===== src/rtl/fnd_pkg.sv =====
// Shared constants, state type and segment lookup for the FND scan driver.
// Optional build macro FND_LEADING_ZERO_BLANK_EN is consumed by fnd_scan_driver.
package fnd_pkg;

    localparam int         FND_DIGITS    = 4;
    localparam logic [7:0] FND_SEG_BLANK = 8'h00;
    localparam logic [3:0] COM_OFF       = 4'b1111;

    typedef enum logic [1:0] {
        IDLE,
        SHIFT,
        COMMIT
    } bcd_state_e;

    function automatic logic [6:0] seg7(input logic [3:0] d);
        logic [6:0] s;
        case (d)
            4'd0:    s = 7'h3F;
            4'd1:    s = 7'h06;
            4'd2:    s = 7'h5B;
            4'd3:    s = 7'h4F;
            4'd4:    s = 7'h66;
            4'd5:    s = 7'h6D;
            4'd6:    s = 7'h7D;
            4'd7:    s = 7'h07;
            4'd8:    s = 7'h7F;
            4'd9:    s = 7'h6F;
            default: s = 7'h00;
        endcase
        return s;
    endfunction

endpackage


===== src/rtl/fnd_bin2bcd_seq.sv =====
// Sequential double-dabble binary-to-BCD converter with input saturation.
// One start strobe yields a done pulse VALUE_W+1 cycles later.
module fnd_bin2bcd_seq
    import fnd_pkg::*;
#(
    parameter int VALUE_W = 14,
    parameter int MAX_VAL = 9999
) (
    input  logic               i_clk,
    input  logic               i_rst_n,
    input  logic               i_start,
    input  logic [VALUE_W-1:0] i_value,
    output logic               o_busy,
    output logic               o_done,
    output logic [15:0]        o_bcd
);

    localparam int                 CNT_W = $clog2(VALUE_W + 1);
    localparam logic [VALUE_W-1:0] SAT   = VALUE_W'(MAX_VAL);
    localparam logic [CNT_W-1:0]   LAST  = CNT_W'(VALUE_W - 1);

    bcd_state_e         state_q;
    logic [VALUE_W-1:0] bin_q;
    logic [15:0]        bcd_q;
    logic [CNT_W-1:0]   cnt_q;
    logic               busy_q;
    logic               done_q;

    logic [VALUE_W-1:0]    sat_d;
    logic [15:0]           adj_d;
    logic [16+VALUE_W-1:0] sh_d;

    always_comb begin
        sat_d = (i_value > SAT) ? SAT : i_value;
        adj_d = bcd_q;
        for (int i = 0; i < FND_DIGITS; i++) begin
            if (bcd_q[4*i +: 4] >= 4'd5) begin
                adj_d[4*i +: 4] = bcd_q[4*i +: 4] + 4'd3;
            end
        end
        sh_d = {adj_d, bin_q} << 1;
    end

    always_ff @(posedge i_clk or negedge i_rst_n) begin
        if (!i_rst_n) begin
            state_q <= IDLE;
            bin_q   <= '0;
            bcd_q   <= '0;
            cnt_q   <= '0;
            busy_q  <= 1'b0;
            done_q  <= 1'b0;
        end else begin
            case (state_q)
                IDLE: begin
                    if (i_start) begin
                        bin_q   <= sat_d;
                        bcd_q   <= '0;
                        cnt_q   <= LAST;
                        busy_q  <= 1'b1;
                        state_q <= SHIFT;
                    end
                end
                SHIFT: begin
                    bcd_q <= sh_d[16+VALUE_W-1:VALUE_W];
                    bin_q <= sh_d[VALUE_W-1:0];
                    if (cnt_q == '0) begin
                        done_q  <= 1'b1;
                        state_q <= COMMIT;
                    end else begin
                        cnt_q <= cnt_q - 1'b1;
                    end
                end
                COMMIT: begin
                    done_q  <= 1'b0;
                    busy_q  <= 1'b0;
                    state_q <= IDLE;
                end
                default: state_q <= IDLE;
            endcase
        end
    end

    assign o_busy = busy_q;
    assign o_done = done_q;
    assign o_bcd  = bcd_q;

endmodule


===== src/rtl/fnd_scan_driver.sv =====
// 4-digit seven-segment scan driver with atomic BCD display register.
// Define FND_LEADING_ZERO_BLANK_EN to blank leading zero digits 3..1.
module fnd_scan_driver
    import fnd_pkg::*;
#(
    parameter int VALUE_W = 14,
    parameter int MAX_VAL = 9999
) (
    input  logic               i_clk,
    input  logic               i_rst_n,
    input  logic [1:0]         i_digitSel,
    input  logic [VALUE_W-1:0] i_value,
    input  logic               i_load,
    input  logic [3:0]         i_dp,
    output logic               o_busy,
    output logic [3:0]         o_fndCom,
    output logic [7:0]         o_fndFont
);

    logic        conv_done;
    logic [15:0] conv_bcd;

    fnd_bin2bcd_seq #(
        .VALUE_W(VALUE_W),
        .MAX_VAL(MAX_VAL)
    ) u_bcd (
        .i_clk  (i_clk),
        .i_rst_n(i_rst_n),
        .i_start(i_load),
        .i_value(i_value),
        .o_busy (o_busy),
        .o_done (conv_done),
        .o_bcd  (conv_bcd)
    );

    logic [15:0] disp_q, disp_d;
    logic [1:0]  prev_q, prev_d;
    logic [3:0]  com_q, com_d;
    logic [7:0]  font_q, font_d;
    logic [6:0]  seg;

`ifdef FND_LEADING_ZERO_BLANK_EN
    logic [3:0] blank_q, blank_d;
`endif

    always_comb begin
        disp_d = conv_done ? conv_bcd : disp_q;
        prev_d = i_digitSel;
        seg    = seg7(disp_q[4*i_digitSel +: 4]);
`ifdef FND_LEADING_ZERO_BLANK_EN
        blank_d = blank_q;
        if (conv_done) begin
            blank_d[3] = (conv_bcd[15:12] == 4'd0);
            blank_d[2] = blank_d[3] && (conv_bcd[11:8] == 4'd0);
            blank_d[1] = blank_d[2] && (conv_bcd[7:4] == 4'd0);
            blank_d[0] = 1'b0;
        end
        if (blank_q[i_digitSel]) begin
            seg = 7'h00;
        end
`endif
        // A digit change gets one dark cycle to hide common switching.
        if (i_digitSel != prev_q) begin
            com_d  = COM_OFF;
            font_d = FND_SEG_BLANK;
        end else begin
            com_d  = ~(4'b0001 << i_digitSel);
            font_d = {i_dp[i_digitSel], seg};
        end
    end

    always_ff @(posedge i_clk or negedge i_rst_n) begin
        if (!i_rst_n) begin
            disp_q  <= '0;
            prev_q  <= '0;
            com_q   <= COM_OFF;
            font_q  <= FND_SEG_BLANK;
`ifdef FND_LEADING_ZERO_BLANK_EN
            blank_q <= 4'b1110;
`endif
        end else begin
            disp_q  <= disp_d;
            prev_q  <= prev_d;
            com_q   <= com_d;
            font_q  <= font_d;
`ifdef FND_LEADING_ZERO_BLANK_EN
            blank_q <= blank_d;
`endif
        end
    end

    assign o_fndCom  = com_q;
    assign o_fndFont = font_q;

endmodule


===== config.mk =====
export PLATFORM = sky130hd
export DESIGN_NAME = fnd_scan_driver
export DESIGN_NICKNAME = d
export VERILOG_FILES = /design/src/rtl/fnd_pkg.sv /design/src/rtl/fnd_bin2bcd_seq.sv /design/src/rtl/fnd_scan_driver.sv
export SDC_FILE = /design/constraint.sdc
export NUM_CORES = 1
export LEC_CHECK = 0
export ABC_CLOCK_PERIOD_IN_PS = 1500
export CORE_ASPECT_RATIO = 0.7
export CORE_MARGIN = 4
export CORE_UTILIZATION = 40
export CTS_CLUSTER_DIAMETER = 150
export DETAILED_ROUTE_END_ITERATION = 8
export GPL_TIMING_DRIVEN = 1
export SYNTH_ARGS = -nofsm -noshare
export SYNTH_HDL_FRONTEND = slang
export SYNTH_HIERARCHICAL = 1
export SYNTH_SLANG_ARGS = --single-unit

===== constraint.sdc =====
create_clock -name i_clk -period 1.5 [get_ports i_clk]
set_input_delay 0.3 -clock i_clk [delete_from_list [all_inputs] [get_ports i_clk]]
set_output_delay 0.3 -clock i_clk [all_outputs]
set_load 0.01 [all_outputs]

* After elaboration in Yosys (flattened, before gate mapping)
Memory sizes are Yosys's and may differ from the RTL's.
Index checks and enable logic that the tools add are counted.
** Storage, ports and cells
- Register bits after elaboration :: 68
- ROM bits :: 112
- Input bits :: 23
- Output and inout bits :: 13
- Logic and storage cells :: 64
- Memories kept :: 1
** Operators by class
- Add/sub/neg operators :: 5
- Order comparisons :: 6
- Equal/unequal tests :: 6
- Shifts and indexed selects :: 2
- Multiplexer cells :: 23
- Bitwise gates (word level) :: 1
- Reductions and logical operators :: 10
** Memories
- (no name shown) :: words 16, bits a word 7, rd ports 1, clocked after memory_dff 0, write ports 0, line fnd_pkg.sv:17 : case (d)
** Operators with widths (count)
- one-hot mux 16 bit (2 select lines) :: 1
- 2-to-1 mux 14 bit :: 2
- one-hot mux 14 bit (2 select lines) :: 1
- 2-to-1 mux 4 bit :: 6
- >= comparator 4 x 3 -> 1 bit, second input constant :: 4
- 2-to-1 mux 16 bit :: 1
- variable part select 16 x 5 -> 4 bit :: 1
- > comparator 14 bit, second input constant :: 1
- adder 4 x 2 -> 4 bit, second input constant :: 3
- 2-to-1 mux 8 bit :: 1
- one-hot mux 4 bit (2 select lines) :: 1
- AND reduction 2 bit :: 4
- nonzero test 2 bit :: 3
- logical NOT 4 bit :: 1
- 2-to-1 mux 2 bit :: 2
- != test 2 bit, second input constant :: 2
- NOT 4 bit :: 1
- one-hot mux 1 bit (2 select lines) :: 2
- one-hot mux 2 bit (2 select lines) :: 1
- << shifter 1 x 2 -> 4 bit, first input constant :: 1
- subtractor 4 x 1 -> 4 bit, second input constant :: 1
- adder 3 x 2 -> 3 bit, second input constant :: 1
- less-than comparator 2 x 3 -> 1 bit, second input constant :: 1
- 2-to-1 mux 1 bit :: 3
- other kinds (8) :: 8

* Logic depth before layout (Yosys ltp)
- Depth in word-level cells :: 4
- Gate-level depth with buffers :: 7
- Gate-level depth less buffers :: 6

* Modules after synthesis
The synthesis kept the hierarchy.
** By module, submodules not included
- fnd_bin2bcd_seq :: times used 1, cells each 205, area an instance 2072.0 um2, seq. area each 950.9 um2
- fnd_scan_driver :: times used 1, cells each 94, area an instance 1366.3 um2, seq. area each 755.7 um2

* Least setup slack after synthesis
OpenSTA, ideal clock, no wires.
- Path kind :: input port to flip-flop
- From :: in i_digitSel[0]
- To :: reg font_q[3], in the netlist o_fndFont[3]
- Setup time :: 0.132 ns
- Arrival :: 1.552 ns
- Required time :: 1.368 ns
- Setup slack :: -0.185 ns
- Cell stages on the path :: 6
- Buffers on the path :: 1
- Cell sequence :: buf_6 > mux4_1 > inv_1 > ha_1 > mux2i_1 > o22ai_1
** Between the ends
- Longest elaborated chain between the ends :: 3
- Elaborated cells between the ends (all ways) :: 4
- Those cells by class :: eq/ne: 1; shift: 1; mux: 1; memory: 1
** Ends and longest elaborated chain
- start, declared :: line fnd_scan_driver.sv:11 : input logic [1:0] i_digitSel,
- variable part select 16 x 5 -> 4 bit :: line fnd_scan_driver.sv:49 : seg = seg7(disp_q[4*i_digitSel +: 4]);
- memory read (16 x 7 bit)
- 2-to-1 mux 8 bit (*) :: line fnd_scan_driver.sv:63 : if (i_digitSel != prev_q) begin
- via font_d[3] :: line fnd_scan_driver.sv:39 : logic [7:0] font_q, font_d;
- end signal, assigned :: line fnd_scan_driver.sv:85 : font_q <= font_d;
- end, declared :: line fnd_scan_driver.sv:39
The timed path passes the listed nets; every way through them passes the cells marked *.
A chain may end at the register's enable or synchronous reset.

* Worst setup path after layout
- From :: reg disp_q[13]
- To :: reg font_q[3], in the netlist o_fndFont[3]
** Between the ends
- Longest elaborated chain between the ends :: 3
** Ends and longest elaborated chain
- start, declared :: line fnd_scan_driver.sv:36 : logic [15:0] disp_q, disp_d;
- start signal, assigned :: line fnd_scan_driver.sv:82 : disp_q <= disp_d;
- variable part select 16 x 5 -> 4 bit :: line fnd_scan_driver.sv:49
- memory read (16 x 7 bit)
- 2-to-1 mux 8 bit :: line fnd_scan_driver.sv:63
- via font_d[3] :: line fnd_scan_driver.sv:39
The timed path passes the listed nets, and every way through them passes these cells.

==> impl_metrics.yaml <==
outcome:
  outcome: "finished with violations"
  failed_checks: "negative setup slack"
yosys:
  synth.cell_area_um2: 3440
  yosys_warnings: 6
  syn-mean-instance-area_um2: 11.5
  synth_commonest_cells: "sky130_fd_sc_hd__dfrtp_1 (64), sky130_fd_sc_hd__inv_1 (37), sky130_fd_sc_hd__mux2_2 (17), sky130_fd_sc_hd__nand2_1 (15), sky130_fd_sc_hd__ha_1 (14)"
  synth_flop_cell: "sky130_fd_sc_hd__dfrtp_1"
  post_synth_num_cell_types: 52
  postSynthRegisterBits: 68
  synth.most_common_cell: "sky130_fd_sc_hd__dfrtp_1"
  netlist_instances: 299
  ys_seq_area_share_pct: 49.6
  ys_async_sr_fraction_pct: 100
  syn-num-nets: 336
  synth_largest_type_area_fraction_pct: 46.6
  post_synth_main_area_contributors: "sky130_fd_sc_hd__dfrtp_1 (47%), sky130_fd_sc_hd__mux2_2 (5.6%), sky130_fd_sc_hd__ha_1 (5.1%)"
  synth_largest_area_cell: "sky130_fd_sc_hd__dfrtp_1"
  number_of_flops_mapped_to_enable_cells_by_yosys: 0
critical_path:
  worst_r2r_path_depth: 3
  worstSetupPathType: "reg -> reg"
  critical_path_required_ps: 1750
  signal_arrival_time_at_the_worst_endpoint_ps: 1880
  crit-reg2reg-launch: "disp_q[13]$_DFFE_PN0P_"
  endpoint_kind: "flop"
  startpoint_type: "flop"
  regToRegEndpoint: "o_fndFont[3]$_DFF_PN0_"
  critical_path.max_fanout: 5
  setup.worst_path.start: "disp_q[13]$_DFFE_PN0P_"
  regToRegSetupSlack_ps: -130
timing:
  final-hold-violation-count: 0
  post-route-period-util_pct: 108
  setup_violations: 7
  fmax_mhz: 615
  max_slew.worst_pin.slew_ps: 376
  post_route_skew_ps: 5.98
  slew_headroom_pct: 75.0
  period_needed_ps: 1630
  grt_setup_unrepaired: "true"
  setup_slack_ps: -127
  maxSlewViolCount: 0
cts:
  tritoncts.num_buffers: 9
  clkSinkCount: 68
  cts_root_buf: "sky130_fd_sc_hd__clkbuf_16"
  cts_tree: "done"
  cts.reportedPaths.clkPinSlew_ps: 50
  htree_num_levels: 3
  buffer_levels_on_the_longest_clock_path: 2
  worst_skew_pair.late_latency_ps: 330
grt:
  vias_in_the_first_global_route: 2726
  grt_pass1_wl_um: 13300
  global_route.overflow_total: 0
  aggregate_global_route_resource_usage_pct: 16.3
  maximum_number_of_pins_on_one_net_before_global_route_repair: 69
  number_of_antenna_violations_at_the_first_check_in_global_routing: 0
route:
  post-route-drc-count: 0
  drt-wirelength-per-cell_um: 16.0
  vias: 2553
  wirelength_um: 7630
  vias_per_cell: 5.35
  dr_iter_0_viols: 161
  antenna_left: 0
  drt_pass1_iterations: 4
worst_hold_path:
  worst_hold_path.endpoint: "prev_q[0]$_DFF_PN0_"
  hold_path_startpoint: "i_digitSel[0]"
  whs_path_depth: 2
  hold_path_class: "in -> reg"
final_layout:
  insertedDiodeCount: 0
  layout-area-overhead-vs-synth_pct: 32.1
  instances_no_fill: 477
  final_nets: 408
  layout-drive-gt1-share_pct: 29.5
  final_core_util_pct: 56.0
power_and_ir_drop:
  irDropWorstVdd_v: 0.000902
  report.power.total_uw: 9070
  static-leakage-power_uw: 0.00212
  power_per_cell_area_nw_per_um2: 2000
die:
  placeableCoreArea_um2: 8110
  ios: 36
  die_height_um: 85.6
  design.die.area_um2: 10200
  rows: 27
  die_width_um: 119
  floorplan.initialDensity_pct: 42.4
placement:
  dp_cells: 458
  place.port_buffers: 35
  place.gp.congestion: 0.779
  place_hpwl_um: 5490
job:
  drv.max_cap_violation_count: 0
==> placed cells by master (no fill, tap or decap), drive strengths merged, types with 5 or more instances in the layout <==
cell	synthesis	final
dfrtp	64	64
buf	9	42
inv	37	37
mux2	17	17
nand2	15	15
clkbuf	7	15
clkdlybuf4s50	0	14
ha	14	14
a21oi	13	13
dlygate4sd2	0	11
o21ai	10	10
o22ai	10	10
dlymetal6s2s	0	8
o2111ai	8	8
o31ai	8	8
nor2b	8	8
a22oi	7	7
o21a	5	5
mux4	5	5
==> cell families (layout without fill, tap and decap cells) <==
kind of cell    count (synthesis)  count (layout)  share of synthesized area (%)
compound gates                 87              87                           19.0
flops                          68              68                           49.6
buf+inv                        53             130                           7.21
simple gates                   47              47                           7.90
mux                            25              25                           9.93
fa+ha+maj                      14              14                           5.09
xor+xnor                        5               5                           1.27
==> per-layer routing <==
layer / GRT usage (%) / vias up / share of wire (%)
li1: - / 1241 / -
met1: 22.7 / 1257 / 51
met2: 24.9 / 46 / 44
met3: 3.89 / 9 / 3.6
met4: 6.20 / 0 / 1.5
met5: 0 / - / 0
==> report_power, final <==
| part | internal (uW) | total (uW) | switching, uW |
|---|---|---|---|
| combinational | 2080 | 4100 | 2020 |
| sequential | 2580 | 3080 | 493 |
| clock | 1160 | 1890 | 730 |
| total | 5830 | 9070 | 3240 |
==> final cells by class <==
cell class              count  area (um2)
repair buffers             77         722
multi-input cells         178        1580
fillers                   700        3570
clock buffers              14         254
inverters                  37         141
flip-flops and latches     68        1710
well taps                 101         126
clock inverters             2        10.0
==> metrics by stage <==
stage	hold WS [ps]	setup WS [ps]	setup TNS, ps	instance area, um2
after global routing	361	-201	-1190	4540
final	346	-127	-803	4540
after global placement	347	-747	-14330	4160
after CTS	1.11	-116	-706	4460
after floorplan	4.41	-154	-880	3480
after detailed placement	354	-767	-14920	4160
==> worst max path at each step <==
stage | cells past startpoint | slack, ps | endpoint
after floorplan | 5 | -150 | o_fndFont[6]$_DFF_PN0_
after global placement | 4 | -750 | o_fndFont[6]$_DFF_PN0_
after detailed placement | 4 | -770 | o_fndFont[0]$_DFF_PN0_
after CTS | 3 | -120 | o_fndFont[3]$_DFF_PN0_
after global routing | 3 | -200 | o_fndFont[3]$_DFF_PN0_
final | 3 | -130 | o_fndFont[3]$_DFF_PN0_
==> flip-flops by register name, indices dropped and copies added, names as in the netlist <==
register	flops
disp_q	16
o_fndFont	8
u_bcd/o_bcd	16
u_bcd/o_busy	1
u_bcd/o_done	1
u_bcd/state_q	2
o_fndCom	4
prev_q	2
u_bcd/cnt_q	4
u_bcd/bin_q	14
==> critical path, cell delays in order (launching register included) <==
cell and delay (ps):
sky130_fd_sc_hd__dfrtp_1 390, sky130_fd_sc_hd__mux4_2 560, sky130_fd_sc_hd__or3b_4 450, sky130_fd_sc_hd__o22ai_1 150
==> repair_timing <==
item	4_1_cts	5_1_grt
setup buffers	1	1
resized for setup	25	26
hold buffers	0	1
endpoints found under the setup margin	22	32
pin swaps	7	3
endpoints found under the hold margin	0	1
Note: power is estimated with default switching activity, not from simulation.
